## src/rtl/serial_pkg.sv

```systemverilog
// Shared types for the serial word feeder and its ring buffer.
package serial_pkg;

  typedef enum logic [1:0] {
    IDLE  = 2'd0,
    RUN   = 2'd1,
    DRAIN = 2'd2
  } t_feeder_state;

endpackage

```

## src/rtl/serial_word_feeder_ringbuf.sv

```systemverilog
// Word storage for the feeder: power-of-two ring with level-based full/empty
// and a registered head word that is zero whenever the buffer is empty.
module ringbuf #(
  parameter int BITS      = 8,
  parameter int DEPTH     = 8,
  parameter int ADDR_BITS = $clog2(DEPTH)
) (
  input  logic                 clk,
  input  logic                 rst_n,
  input  logic                 wr_en,
  input  logic                 rd_en,
  input  logic [BITS-1:0]      wr_data,
  output logic [BITS-1:0]      rd_data,
  output logic                 full,
  output logic                 empty,
  output logic [ADDR_BITS:0]   level
);

  logic [BITS-1:0]    mem_q [DEPTH];
  logic [ADDR_BITS-1:0] wr_ptr_q, wr_ptr_d;
  logic [ADDR_BITS-1:0] rd_ptr_q, rd_ptr_d;
  logic [ADDR_BITS:0]   level_q, level_d;
  logic [BITS-1:0]      head_q, head_d;

  assign full    = (level_q == (ADDR_BITS+1)'(DEPTH));
  assign empty   = (level_q == '0);
  assign level   = level_q;
  assign rd_data = head_q;

  // Strobes arrive pre-qualified by the feeder; pointers wrap naturally.
  always_comb begin
    wr_ptr_d = wr_ptr_q;
    rd_ptr_d = rd_ptr_q;
    level_d  = level_q;
    if (wr_en) wr_ptr_d = wr_ptr_q + 1'b1;
    if (rd_en) rd_ptr_d = rd_ptr_q + 1'b1;
    if (wr_en && !rd_en) level_d = level_q + (ADDR_BITS+1)'(1);
    else if (rd_en && !wr_en) level_d = level_q - (ADDR_BITS+1)'(1);
  end

  // The head register looks ahead so a word written this cycle can become head.
  always_comb begin
    head_d = '0;
    if (level_d != '0) begin
      if (wr_en && (wr_ptr_q == rd_ptr_d)) head_d = wr_data;
      else                                 head_d = mem_q[rd_ptr_d];
    end
  end

  always_ff @(posedge clk) begin
    if (wr_en) mem_q[wr_ptr_q] <= wr_data;
  end

  always_ff @(posedge clk or negedge rst_n) begin
    if (!rst_n) begin
      wr_ptr_q <= '0;
      rd_ptr_q <= '0;
      level_q  <= '0;
      head_q   <= '0;
    end else begin
      wr_ptr_q <= wr_ptr_d;
      rd_ptr_q <= rd_ptr_d;
      level_q  <= level_d;
      head_q   <= head_d;
    end
  end

endmodule

```

## src/rtl/serial_word_feeder.sv

```systemverilog
// Host-facing word FIFO feeding the serial controller: presents the head word,
// pops on each next-word rising edge and captures the word received meanwhile.
module serial_word_feeder
  import serial_pkg::*;
#(
  parameter int BITS      = 8,
  parameter int DEPTH     = 8,
  parameter int ADDR_BITS = $clog2(DEPTH)
) (
  input  logic                 in_clk,
  input  logic                 in_rst,
  input  logic                 in_wr,
  input  logic [BITS-1:0]      in_wr_data,
  output logic                 out_full,
  output logic                 out_empty,
  output logic [ADDR_BITS:0]   out_level,
  output logic                 out_overflow,
  output logic [BITS-1:0]      out_parallel,
  output logic                 out_enable,
  input  logic                 in_next_word,
  input  logic                 in_ready,
  input  logic [BITS-1:0]      in_rx_parallel,
  output logic [BITS-1:0]      out_rx_data,
  output logic                 out_rx_valid
);

  t_feeder_state   state_q, state_d;
  logic            enable_q, enable_d;
  logic            next_prev_q, next_prev_d;
  logic [BITS-1:0] rx_data_q, rx_data_d;
  logic            rx_valid_q, rx_valid_d;
  logic            overflow_q, overflow_d;
  logic            pop_edge, wr_ok, pop_ok;

  ringbuf #(.BITS(BITS), .DEPTH(DEPTH), .ADDR_BITS(ADDR_BITS)) u_ringbuf (
    .clk     (in_clk),
    .rst_n   (in_rst),
    .wr_en   (wr_ok),
    .rd_en   (pop_ok),
    .wr_data (in_wr_data),
    .rd_data (out_parallel),
    .full    (out_full),
    .empty   (out_empty),
    .level   (out_level)
  );

  assign out_enable   = enable_q;
  assign out_rx_data  = rx_data_q;
  assign out_rx_valid = rx_valid_q;
  assign out_overflow = overflow_q;

  // A pop edge on an empty FIFO still captures the received word.
  always_comb begin
    pop_edge    = in_next_word & ~next_prev_q;
    wr_ok       = in_wr & ~out_full;
    pop_ok      = pop_edge & ~out_empty;
    next_prev_d = in_next_word;
    rx_valid_d  = pop_edge;
    rx_data_d   = pop_edge ? in_rx_parallel : rx_data_q;
    overflow_d  = in_wr & out_full;
  end

  always_comb begin
    state_d  = state_q;
    enable_d = enable_q;
    unique case (state_q)
      IDLE: begin
        enable_d = 1'b0;
        if (!out_empty && in_ready) begin
          state_d  = RUN;
          enable_d = 1'b1;
        end
      end
      RUN: begin
        if (pop_ok && !wr_ok && (out_level == (ADDR_BITS+1)'(1))) begin
          state_d  = DRAIN;
          enable_d = 1'b0;
        end
      end
      DRAIN: begin
        enable_d = 1'b0;
        if (in_ready) state_d = IDLE;
      end
      default: begin
        state_d  = IDLE;
        enable_d = 1'b0;
      end
    endcase
  end

  always_ff @(posedge in_clk or negedge in_rst) begin
    if (!in_rst) begin
      state_q     <= IDLE;
      enable_q    <= 1'b0;
      next_prev_q <= 1'b0;
      rx_data_q   <= '0;
      rx_valid_q  <= 1'b0;
      overflow_q  <= 1'b0;
    end else begin
      state_q     <= state_d;
      enable_q    <= enable_d;
      next_prev_q <= next_prev_d;
      rx_data_q   <= rx_data_d;
      rx_valid_q  <= rx_valid_d;
      overflow_q  <= overflow_d;
    end
  end

endmodule

```

## config.mk

```make
export PLATFORM = sky130hd
export DESIGN_NAME = serial_word_feeder
export DESIGN_NICKNAME = d
export VERILOG_FILES = /design/src/rtl/serial_pkg.sv /design/src/rtl/serial_word_feeder_ringbuf.sv /design/src/rtl/serial_word_feeder.sv
export SDC_FILE = /design/constraint.sdc
export NUM_CORES = 1
export LEC_CHECK = 0
export CORE_ASPECT_RATIO = 0.8
export CORE_UTILIZATION = 37
export CTS_BUF_LIST = sky130_fd_sc_hd__clkbuf_2 sky130_fd_sc_hd__clkbuf_4 sky130_fd_sc_hd__clkbuf_8
export DETAILED_ROUTE_END_ITERATION = 8
export HOLD_SLACK_MARGIN = 0.03
export MAX_ROUTING_LAYER = met4
export SYNTH_ARGS = -nofsm -noshare
export SYNTH_HDL_FRONTEND = slang
export SYNTH_SLANG_ARGS = --single-unit
```

## constraint.sdc

```tcl
create_clock -name in_clk -period 2.6 [get_ports in_clk]
set_clock_uncertainty 0.15 [all_clocks]
set_input_delay 0.39 -clock in_clk [delete_from_list [all_inputs] [get_ports in_clk]]
set_output_delay 0.39 -clock in_clk [all_outputs]
set_load 0.03 [all_outputs]
```

; ---- After elaboration in Yosys (flattened, before gate mapping)
; Memories as Yosys holds them, arrays and structs flattened.
; Index checks and enable logic that the tools add are counted.
[word_totals]
romBits = 0
output_inout_bits = 25
register_bits = 32
mem_bits_rw = 64
memories = 1
latchBits = 0
[op_classes]
multipliers = 0
n_shift = 0
muxes = 14
reduce_logical = 12
n_lt_le_gt_ge = 0
addsub = 4
n_div = 0
bitwise = 7
eq_ne = 8
[mem_list]
columns = memory, depth, width, read_ports, rd_clocked_by_memory_dff, wr, line_no
row1 = u_ringbuf.mem_q, 8, 8, 1, 0, 1, serial_word_feeder_ringbuf.sv:19  ; logic [BITS-1:0] mem_q [DEPTH];
[ops]
columns = cell, n
row1 = 2-to-1 mux 8 bit, 2
row2 = 2-to-1 mux 4 bit, 2
row3 = "adder 3 x 1 -> 3 bit, second input constant", 2
row4 = 2-to-1 mux 2 bit, 3
row5 = "!= test 2 bit, second input constant", 3
row6 = case mux 2 bit (3 select lines), 1
row7 = logical AND 1 bit, 5
row8 = "adder 4 x 1 -> 4 bit, second input constant", 1
row9 = bitwise AND 1 bit, 4
row10 = "equality test 4 x 1 -> 1 bit, second input constant", 1
row11 = "equality test 4 bit, second input constant", 1
row12 = zero test 4 bit, 1
row13 = 2-to-1 mux 1 bit, 4
row14 = nonzero test 4 bit, 1
row15 = "subtractor 4 x 1 -> 4 bit, second input constant", 1
row16 = equality test 3 bit, 1
row17 = zero test 1 bit, 3
row18 = 2-to-1 mux 3 bit, 1
row19 = inverter 1 bit, 3
row20 = AND reduction 3 bit, 1
row21 = "equality test 2 x 1 -> 1 bit, second input constant", 1
row22 = "equality test 2 bit, second input constant", 1
row23 = zero test 2 bit, 1
row24 = case mux 1 bit (2 select lines), 1

; ---- Depth between registers and ports, before layout
; Gate-level depths: netlist of the first run.
[depth]
word_depth = 9
mapped_depth = 11

; ---- By module
; From an unflattened synthesis of the first run, not the netlist that was laid out.
[unflattened]
cells_unflattened = 271
hier_area_um2 = 4434.3
[modules_own_cells]
columns = mod, n_inst, area_each_um2, cells_each
row1 = ringbuf, 1, 3877.5, 232
row2 = serial_word_feeder, 1, 556.8, 39

; ---- Least setup slack after synthesis of the first run
; No wires, ideal clock.
[synth_timing]
kind = reg-to-reg
startpoint = register u_ringbuf.level_q[0] (netlist: u_ringbuf.level[0])
endpoint = memory u_ringbuf.mem_q[0][0], enable pin
stages_incl_launch_ff = 6
period_less_slack_ns = 2.802
arrival_time_ns = 2.258
t_required_ns = 2.055
slack_ns = -0.202
path_cell_list = dfrtp_1 inv_1 ha_1 nand3b_1 nand2_1 nor4_1
[synth_between]
elab_chain_cells = 5
[synth_lines]
columns = element, line_no
row1 = from (decl), serial_word_feeder_ringbuf.sv:22  ; logic [ADDR_BITS:0] level_q, level_d;
row2 = from (signal assigned), serial_word_feeder_ringbuf.sv:63  ; level_q <= level_d;
row3 = equality test 4 bit, serial_word_feeder_ringbuf.sv:25  ; assign full = (level_q == (ADDR_BITS+1)'(DEPTH));
row4 = inverter 1 bit, serial_word_feeder.sv:55  ; wr_ok = in_wr & ~out_full;
row5 = bitwise AND 1 bit, serial_word_feeder.sv:55
row6 = 2-to-1 mux 1 bit, serial_word_feeder_ringbuf.sv:51  ; if (wr_en) mem_q[wr_ptr_q] <= wr_data;
row7 = 2-to-1 mux 1 bit (not written as such), serial_word_feeder_ringbuf.sv:51
row8 = to (decl), serial_word_feeder_ringbuf.sv:19
; No other way between the ends.

; ---- Worst setup path in the final report of the first run
[layout_timing]
startpoint = register u_ringbuf.level_q[1] (netlist: u_ringbuf.level[1])
endpoint = register u_ringbuf.head_q[4] (netlist: u_ringbuf.rd_data[4])
[layout_between]
elab_chain_cells = 9
elab_cells_between_ends = 21
cone_classes = 2 x add/sub / 2 x eq/ne / 5 x mux / 4 x bitwise / 7 x reduce/logical / 1 x memory
[layout_lines]
columns = element, line_no
row1 = "parallel branches: the longest is 8 deep, another holds memory (8 x 8 bit)", --
row2 = 2-to-1 mux 8 bit (*), serial_word_feeder_ringbuf.sv:44  ; if (level_d != '0) begin
row3 = named net u_ringbuf.head_d[4], serial_word_feeder_ringbuf.sv:23  ; logic [BITS-1:0] head_q, head_d;
row4 = to (signal assigned), serial_word_feeder_ringbuf.sv:59  ; head_q <= '0;
row5 = to (signal assigned), serial_word_feeder_ringbuf.sv:64  ; head_q <= head_d;
row6 = to (decl), serial_word_feeder_ringbuf.sv:23
; Mark *: on every way through the listed nets, which the timed path passes.
; A chain may end at the register's enable or synchronous reset.

==> run metrics, run 1 <==
Clock Power Share=14.1%; setup repair after global routing missed its margin=yes; top post-synthesis cells by area=sky130_fd_sc_hd__edfxtp_1, sky130_fd_sc_hd__dfrtp_1, sky130_fd_sc_hd__mux2i_1; post-synthesis sequential area ratio=58.83%; final number of max-transition violations=0; later-pin clock latency in the skew report=0.36 ns; total inserted antenna cells=0; net count after synthesis=381; combinational share of power=53.6%; cell row count=36; Total Die Area=12960 sq um; DP HPWL=7329 um; Synth Warn #=0; Final TNS setup=0 ns; via count of the first global-routing pass=3139; switching fraction of total power=40.52%; VDD IR max=0.3978 mV; count of TritonRoute iterations in the first routing pass=4; via count=3257; initial core utilization=37.92%; largest fanout on the critical path=5; level count of the clock H-tree=3; layout net count=458; number of nets still failing antenna checks after routing=0; drc violations=0; result of the run=finished, final reports clean; Hold Violations, Final=0; Required @ worst endpoint=2.72 ns; Max transition margin=62.24%; leakage=2.226 nW; Overflow after GRT=0; power density over the cells=1170 nW/um^2; top library cells by usage in the layout, fill and taps aside=sky130_fd_sc_hd__edfxtp_1, sky130_fd_sc_hd__mux2i_1, sky130_fd_sc_hd__clkdlybuf4s50_1, sky130_fd_sc_hd__buf_4, sky130_fd_sc_hd__nand2_1; number of antenna violations at the first check in global routing=0; Tightest Pin Transition=0.5664 ns; flops & latches, synth=96; syn avg cell area=13.04 sq um; top-area cell type share of the netlist area=41.52%; total clock buffers created by CTS=9; Flop pwr share=32.4%; Area Overhead vs Synth=25.47%; Setup CP Type=flop to flop; minimum setup slack among reg-to-reg paths=0.03 ns; final wirelength=11110 um; count of maximum capacitance violations=0; number of hold buffers added after CTS=0; Final min period=2.566 ns; number of buffers inserted by port buffering=45; Critical Path End Type=flop; delay-heaviest family, CP=compound AO/OA/AOI/OAI gates; maximum operating frequency=0.3897 GHz; Critical Path Max Stage Delay=0.42 ns; Buffers & Inverters on Critical Path=3; Die H=102.0 um; Cells after Synth=355; capturing point of the worst reg2reg path=u_ringbuf.rd_data[4]$_DFF_PN0_; share of post-route cells with drive strength above 1=21.51%; register clock-pin slew on the reported worst setup and hold paths=0.11 ns; Critical Path Most Common Cell=sky130_fd_sc_hd__buf_6; GP Congestion=0.8637; I/O Pins=46; Core Box Area=12210 sq um; most area-hungry cell type in the Yosys netlist=sky130_fd_sc_hd__edfxtp_1; Worst setup SP type=flop; Arr. time, crit path=2.69 ns; die span in x=127.0 um; detail-routed net length per standard cell=18.28 um; logic depth of the worst register-to-register path=10; 1st-iter DRT viols=218; root buffer cell=sky130_fd_sc_hd__clkbuf_8; drt via density=5.357; count of distinct cell types in the synthesized netlist=53; Async S/R FF share, synth=33.33%; startpoint of the lowest-slack register-to-register path=u_ringbuf.level[1]$_DFF_PN0_; cell area after synthesis=4628 sq um; maximum number of buffers from clock root to sink=2; most common cell after layout, fill and taps aside=sky130_fd_sc_hd__edfxtp_1; internal power consumption=0.004041 W; first-pass GRT wire length=17210 um; slowest stage cell on the critical path=sky130_fd_sc_hd__dfrtp_2; utilization of the core after routing=47.57%; Sw Pwr=0.002753 W; number of flops mapped to enable cells by yosys=64; total global routing track utilization=18.36%; final setup fails=0; Hold WC Path Type=input pin to asynchronous set/reset pin; clock tree from TritonCTS=yes; ys flop type=sky130_fd_sc_hd__edfxtp_1; cells along the critical path=inv_2 > ha_4 > or3b_4 > buf_6 > o211ai_1 > mux2i_1 > a32oi_2 > nor3_4 > buf_6 > a311oi_2; # clock sinks=96; post-route clock period utilization=98.70%; pin count of the biggest net entering global routing=33
flip-flops by register name, summed over array words and instances (netlist names), 2 cells and up:
name	flops
u_ringbuf.mem_q	64
out_rx_data	8
u_ringbuf.rd_data	8
u_ringbuf.level	4
u_ringbuf.rd_ptr_q	3
u_ringbuf.wr_ptr_q	3
state_q	2
synthesized netlist by cell type, types with 4 or more instances:
library cell                n
sky130_fd_sc_hd__edfxtp_1  64
sky130_fd_sc_hd__mux2i_1   58
sky130_fd_sc_hd__nand2_1   35
sky130_fd_sc_hd__dfrtp_1   32
sky130_fd_sc_hd__o221ai_1  18
sky130_fd_sc_hd__nor2_1    16
sky130_fd_sc_hd__o22ai_1   14
sky130_fd_sc_hd__o21ai_0    9
sky130_fd_sc_hd__buf_2      8
sky130_fd_sc_hd__o21ai_1    8
sky130_fd_sc_hd__a311oi_1   7
sky130_fd_sc_hd__clkbuf_1   7
sky130_fd_sc_hd__a21oi_1    5
sky130_fd_sc_hd__ha_1       5
sky130_fd_sc_hd__inv_1      5
sky130_fd_sc_hd__nand2b_1   5
sky130_fd_sc_hd__nand3_1    5
sky130_fd_sc_hd__buf_6      4
sky130_fd_sc_hd__nor3_1     4
area by class of cell:
type	instances	area (sq um)
fillers	1084	6400
clock buffers	10	137.6
multi-input cells	230	1847
clock inverters	6	58.81
flip-flops and latches	96	2725
inverters	8	37.54
repair buffers	87	787.0
well taps	171	214.0
worst register-to-register path, stage by stage, from the launching register on:
cell and delay, ns:
sky130_fd_sc_hd__dfrtp_2 0.42, sky130_fd_sc_hd__inv_2 0.08, sky130_fd_sc_hd__ha_4 0.13, sky130_fd_sc_hd__or3b_4 0.42, sky130_fd_sc_hd__buf_6 0.14, sky130_fd_sc_hd__o211ai_1 0.20, sky130_fd_sc_hd__mux2i_1 0.18, sky130_fd_sc_hd__a32oi_2 0.27
sky130_fd_sc_hd__nor3_4 0.09, sky130_fd_sc_hd__buf_6 0.15, sky130_fd_sc_hd__a311oi_2 0.24
per-layer routing:
layer	wire, um	global-route usage (%)
met3	361	2.199
met2	4999	27.18
met5	0	-
met1	5634	26.64
met4	119	5.037
power by group through the flow:
| stage | registers [W] | logic (W) | clock network, W |
|---|---|---|---|
| final | 0.00220 | 0.00364 | 0.000956 |
| after floorplan | 0.00242 | 0.00199 | 0 |
| after CTS | 0.00219 | 0.00335 | 0.000979 |
| after detailed placement | 0.00223 | 0.00323 | 0 |
| after global routing | 0.00223 | 0.00389 | 0.00103 |
| after global placement | 0.00222 | 0.00316 | 0 |
repair_timing:
action	in CTS	in global routing
pin swaps	1	9
gates cloned	1	0
setup endpoints to repair	8	9
resized for setup	4	16
setup buffers	0	5
how the worst max path moves through the flow:
| stage | from | endpoint | slack (ns) | cells past startpoint |
|---|---|---|---|---|
| 3_3_place_gp | in_next_word | u_ringbuf.rd_data[6]$_DFF_PN0_ | -0.09 | 7 |
| 3_5_place_dp | in_next_word | u_ringbuf.rd_data[4]$_DFF_PN0_ | -0.15 | 7 |
| 5_1_grt | u_ringbuf.level[1]$_DFF_PN0_ | u_ringbuf.rd_data[4]$_DFF_PN0_ | -0.10 | 10 |
| 6_report | u_ringbuf.level[1]$_DFF_PN0_ | u_ringbuf.rd_data[4]$_DFF_PN0_ | 0.03 | 10 |
| 4_1_cts | u_ringbuf.level[0]$_DFF_PN0_ | u_ringbuf.rd_data[5]$_DFF_PN0_ | 0.01 | 11 |
| 2_1_floorplan | u_ringbuf.level[0]$_DFF_PN0_ | u_ringbuf.rd_data[5]$_DFF_PN0_ | 0.01 | 11 |
logic make-up after synthesis:
logic type	Yosys count	synth area share [%]
DFF	96	58.83
xor gates and xnor gates	7	2.082
buffers and inverters	30	3.461
and+or+nand+nor	81	8.976
AOI/OAI and AO/OA	76	12.27
muxes	60	13.03
adders and majority gates	5	1.352
per-stage QoR:
step	total power (W)	setup WS, ns	hold slack [ns]	instance area (sq um)	std cells
2_1_floorplan	0.004416	0.01080	-0.05559	4637	355
3_3_place_gp	0.005380	-0.08694	0.2972	5454	586
3_5_place_dp	0.005460	-0.1452	0.3109	5454	586
4_1_cts	0.006527	0.01034	0.2937	5682	603
5_1_grt	0.007156	-0.1012	0.3199	5807	608
6_report	0.006794	0.03389	0.2853	5807	608
Power figures use the tool's default switching activity.
==> inputs of run 2 (changes only) <==
- CTS_BUF_LIST: sky130_fd_sc_hd__clkbuf_2 sky130_fd_sc_hd__clkbuf_4 sky130_fd_sc_hd__clkbuf_8 -> default
==> run 2 against run 1 <==
Effect of this change:
- combinational power shrank 4%
- critical path type unchanged
- critical path depth shrank 1
- register-to-register slack gained 0.03 ns
- setup slack improved by 0.030 ns
- wire length is 0.73% higher
- critical endpoint is now u_ringbuf.rd_data[7]$_DFF_PN0_
- sequential cell count is the same
- die area stayed put
==> run metrics, run 2 (same netlist as run 1, synthesis figures left out) <==
Hold Violations, Final=0; Critical Path Max Stage Delay=0.46 ns; later-pin clock latency in the skew report=0.33 ns; pin count of the biggest net entering global routing=33; initial core utilization=37.92%; first-pass GRT wire length=17210 um; cells along the critical path=inv_2 > ha_4 > or3b_4 > inv_8 > o211ai_1 > mux2i_1 > a32oi_2 > nor3_4 > a311oi_1; final number of max-transition violations=0; Setup CP Type=flop to flop; total global routing track utilization=18.29%; Required @ worst endpoint=2.64 ns; maximum operating frequency=0.3942 GHz; top library cells by usage in the layout, fill and taps aside=sky130_fd_sc_hd__edfxtp_1, sky130_fd_sc_hd__mux2i_1, sky130_fd_sc_hd__clkdlybuf4s50_1, sky130_fd_sc_hd__buf_4, sky130_fd_sc_hd__nand2_1; detail-routed net length per standard cell=18.53 um; share of post-route cells with drive strength above 1=20.55%; count of TritonRoute iterations in the first routing pass=5; final setup fails=0; result of the run=finished, final reports clean; Final min period=2.537 ns; slowest stage cell on the critical path=sky130_fd_sc_hd__nor3_4; total inserted antenna cells=0; Tightest Pin Transition=0.5653 ns; number of buffers inserted by port buffering=45; total placed instance area=5454 sq um; overall power=0.007014 W; number of nets still failing antenna checks after routing=0; VDD IR max=0.4453 mV; drt via density=5.396; max reg flops=64; I/O Pins=46; level count of the clock H-tree=3; Fill cells=1085; number of hold buffers added after CTS=0; leakage=2.244 nW; Total Die Area=12960 sq um; Buffers & Inverters on Critical Path=2; DP HPWL=7329 um; via count of the first global-routing pass=3130; 1st-iter DRT viols=311; clock tree from TritonCTS=yes; root buffer cell=sky130_fd_sc_hd__clkbuf_16; Arr. time, crit path=2.57 ns; Area Overhead vs Synth=26.44%; minimum setup slack among reg-to-reg paths=0.06 ns; post-route clock period utilization=97.56%; total clock buffers created by CTS=9; Core Box Area=12210 sq um; maximum number of buffers from clock root to sink=2; layout net count=454; Critical Path End Type=flop; Multi-input gate area=1841 sq um; cell row count=36; Hold WC Path Type=input pin to asynchronous set/reset pin; most common cell after layout, fill and taps aside=sky130_fd_sc_hd__edfxtp_1; GP Congestion=0.8637; register clock-pin slew on the reported worst setup and hold paths=0.07 ns; Most flops, register=u_ringbuf.mem_q; via count=3259; drc violations=0; final wirelength=11200 um; Die H=102.0 um; die span in x=127.0 um; Worst setup SP type=flop; power density over the cells=1199 nW/um^2; total area of sequential cells=2725 sq um; number of antenna violations at the first check in global routing=0; delay-heaviest family, CP=simple AND/OR/NAND/NOR gates; count of maximum capacitance violations=0; Overflow after GRT=0; final cell area excluding filler cells=5852 sq um; # clock sinks=96; largest fanout on the critical path=8; Max transition margin=62.31%
## run 2: cell types whose count changed in the layout (fill, tap and decap cells not counted), sizes merged
cell / before / now
buf: 43 / 39
## run 2: worst paths after layout
kind | end | cells past startpoint | start
max | u_ringbuf.rd_data[7]$_DFF_PN0_ | 9 | u_ringbuf.level[1]$_DFF_PN0_
min | out_rx_data[4]$_DFFE_PN0P_ | 2 | in_rst
max reg2reg | u_ringbuf.rd_data[7]$_DFF_PN0_ | 9 | u_ringbuf.level[1]$_DFF_PN0_
min reg2reg | state_q[0]$_DFFE_PN0P_ | 1 | state_q[1]$_DFFE_PN0P_
max in group asynchronous | u_ringbuf.level[1]$_DFF_PN0_ | 2 | in_rst
min in group in_clk | state_q[0]$_DFFE_PN0P_ | 1 | state_q[1]$_DFFE_PN0P_
## run 2: what timing repair did
| item | in CTS | in global routing |
|---|---|---|
| resized for setup | 3 | 14 |
| endpoints found under the setup margin | 8 | 8 |
| gates cloned | 1 | 0 |
| buffers inserted | 0 | 1 |
| pin swaps | 1 | 9 |
## run 2: layer usage
metal	wire length (um)	vias to the layer above	global-route usage, %
met1	5549	1641	27.00
met5	0	-	-
li1	-	1521	-
met4	93	0	5.403
met3	474	9	1.571
met2	5077	88	26.84
## run 2: through the flow
stage / utilization [%] / setup WS [ns] / hold WS (ns) / TNS [ns] / std cells
after floorplan: - / 0.01080 / -0.05559 / 0 / 355
after global placement: 44.68 / -0.08694 / 0.2972 / -0.4995 / 586
final: 47.94 / 0.06343 / 0.3137 / 0 / 604
after detailed placement: 44.68 / -0.1452 / 0.3109 / -0.9438 / 586
after global routing: 47.94 / -0.04464 / 0.3456 / -0.1985 / 604
after CTS: 47.37 / 0.002453 / 0.3238 / 0 / 603
## run 2: final cells by class
cell class                 instances  share of cell area [%]
sequential                        96                   46.57
multi-input combinational        230                   31.45
timing repair buffer              83                   12.59
clock buffer                      10                   4.084
tap                              171                   3.656
clock inverter                     6                   1.005
inverter                           8                  0.6414
## run 2: report_power, final
group          switching [W]  leakage, nW  internal [W]  total, W
Sequential          0.000218        0.966       0.00198   0.00220
Clock               0.000602        0.145      0.000701   0.00130
Combinational        0.00196         1.13       0.00155   0.00351
==> inputs of run 3 (changes only) <==
- PLACE_DENSITY: default -> 0.68
==> run 3 against run 2 <==
Effect of this change:
- cell area is 0.79% lower
- critical path type unchanged
- wire length is 2.1% lower
- worst hold slack worse by 0.0020 ns
- combinational power is 5% lower
- clock power is 5% higher
- largest cell class unchanged
- maximum frequency is 0.54% higher
- count of clock-buffer cells in the layout stayed put
- via count is 0.43% lower
==> run metrics, run 3 (same netlist as run 1, synthesis figures left out) <==
result of the run=finished, final reports clean; total inserted antenna cells=0; Final WS setup=0.07693 ns; Area Overhead vs Synth=25.44%; first-pass GRT wire length=17170 um; Total Die Area=12960 sq um; pin count of the biggest net entering global routing=33; DP HPWL=7464 um; Fill cells=1083; via count=3245; most common cell after layout, fill and taps aside=sky130_fd_sc_hd__edfxtp_1; Critical Path End Type=flop; Most flops, register=u_ringbuf.mem_q; final wirelength=10960 um; number of antenna violations at the first check in global routing=0; number of hold buffers added after CTS=0; initial core utilization=37.92%; 1st-iter DRT viols=204; Arr. time, crit path=2.58 ns; worst-case hold slack=0.3117 ns; detail-routed net length per standard cell=18.27 um; largest fanout on the critical path=8; Overflow after GRT=0; Required @ worst endpoint=2.65 ns; total clock buffers created by CTS=9; maximum number of buffers from clock root to sink=2; I/O Pins=46; setup repair after global routing missed its margin=yes; via count of the first global-routing pass=3202; number of nets still failing antenna checks after routing=0; max reg flops=64; clock tree from TritonCTS=yes; cells along the critical path=inv_1 > ha_1 > or3b_4 > inv_8 > o211ai_1 > mux2i_1 > a32oi_2 > nor3_4 > a311oi_1; count of maximum capacitance violations=0; count of TritonRoute iterations in the first routing pass=5; register clock-pin slew on the reported worst setup and hold paths=0.07 ns; minimum setup slack among reg-to-reg paths=0.08 ns; Hold Violations, Final=0; slowest stage cell on the critical path=sky130_fd_sc_hd__or3b_4; startpoint of the lowest-slack register-to-register path=u_ringbuf.level[0]$_DFF_PN0_; Setup CP Type=flop to flop; Die H=102.0 um; Critical Path Max Stage Delay=0.48 ns; # clock sinks=96; Buffers & Inverters on Critical Path=2; number of buffers inserted by port buffering=45; root buffer cell=sky130_fd_sc_hd__clkbuf_16; capturing point of the worst reg2reg path=u_ringbuf.rd_data[3]$_DFF_PN0_; Tightest Pin Transition=0.6191 ns; Crit path depth=9; die span in x=127.0 um; Core Box Area=12210 sq um; final setup fails=0; level count of the clock H-tree=3; later-pin clock latency in the skew report=0.34 ns; overall power=0.006912 W; Hold WC Path Type=input pin to asynchronous set/reset pin; drc violations=0; total global routing track utilization=18.19%; share of post-route cells with drive strength above 1=17.25%; layout net count=450; placement-stage worst setup slack=-0.1091 ns; VDD IR max=0.5066 mV; maximum operating frequency=0.3963 GHz; final number of max-transition violations=0; GP Congestion=0.8581; logic depth of the worst register-to-register path=9; power density over the cells=1191 nW/um^2; leakage=2.259 nW; Worst setup SP type=flop; top library cells by usage in the layout, fill and taps aside=sky130_fd_sc_hd__edfxtp_1, sky130_fd_sc_hd__mux2i_1, sky130_fd_sc_hd__clkdlybuf4s50_1, sky130_fd_sc_hd__nand2_1, sky130_fd_sc_hd__buf_4; cell row count=36; post-route clock period utilization=97.04%; Max transition margin=58.29%; Final min period=2.523 ns; drt via density=5.408; delay-heaviest family, CP=simple AND/OR/NAND/NOR gates
-- run 3: changes by cell type in the layout (fill, tap and decap cells not counted), moves of 2 or more --
cell,before,now
sky130_fd_sc_hd__a311oi_1,2,7
sky130_fd_sc_hd__a311oi_2,6,1
sky130_fd_sc_hd__buf_4,38,34
sky130_fd_sc_hd__buf_12,0,2
sky130_fd_sc_hd__inv_1,3,5
sky130_fd_sc_hd__inv_2,4,2
sky130_fd_sc_hd__inv_8,4,2
-- run 3: timing repair --
item,in CTS,in global routing
pin swaps,1,1
resized for setup,2,3
setup endpoints to repair,8,6
buffers inserted,2,0
-- run 3: final cells by class --
type                    instances  area [sq um]  share of cell area [%]
flip-flops and latches         96          2725                   46.94
multi-input cells             229          1779                   30.65
repair buffers                 80         738.2                   12.72
clock buffers                  10         239.0                   4.116
well taps                     171         214.0                   3.685
clock inverters                 6         72.57                   1.250
inverters                       8         37.54                  0.6466
-- run 3: per-layer routing --
layer	global-route usage, %	wire length (um)	vias up
met3	2.984	653	8
met2	27.90	5299	107
li1	-	-	1509
met4	6.319	95	0
met1	24.60	4913	1621
met5	-	0	-
-- run 3: how the worst max path moves through the flow --
stage | startpoint | to | slack [ns]
2_1_floorplan | u_ringbuf.level[0]$_DFF_PN0_ | u_ringbuf.rd_data[5]$_DFF_PN0_ | 0.01
3_3_place_gp | in_next_word | u_ringbuf.rd_data[6]$_DFF_PN0_ | -0.03
3_5_place_dp | in_next_word | u_ringbuf.rd_data[3]$_DFF_PN0_ | -0.11
4_1_cts | u_ringbuf.level[0]$_DFF_PN0_ | out_full | 0.04
5_1_grt | u_ringbuf.level[0]$_DFF_PN0_ | u_ringbuf.rd_data[6]$_DFF_PN0_ | -0.04
6_report | u_ringbuf.level[0]$_DFF_PN0_ | u_ringbuf.rd_data[3]$_DFF_PN0_ | 0.08
-- run 3: where the power goes --
part           internal (W)  total, W  switching [W]  leakage, nW
registers           0.00198   0.00221       0.000229        0.966
clock network      0.000786   0.00137       0.000585        0.155
logic               0.00149   0.00333        0.00184         1.14
-- run 3: per-stage QoR --
stage	setup TNS [ns]	util [%]	instance area, sq um	std cells
floorplan	0	-	4637	355
global placement	-0.1492	44.54	5436	582
detailed placement	-0.7004	44.54	5436	582
CTS	0	47.39	5784	600
global route	-0.1634	47.56	5806	600
finish	0	47.56	5806	600
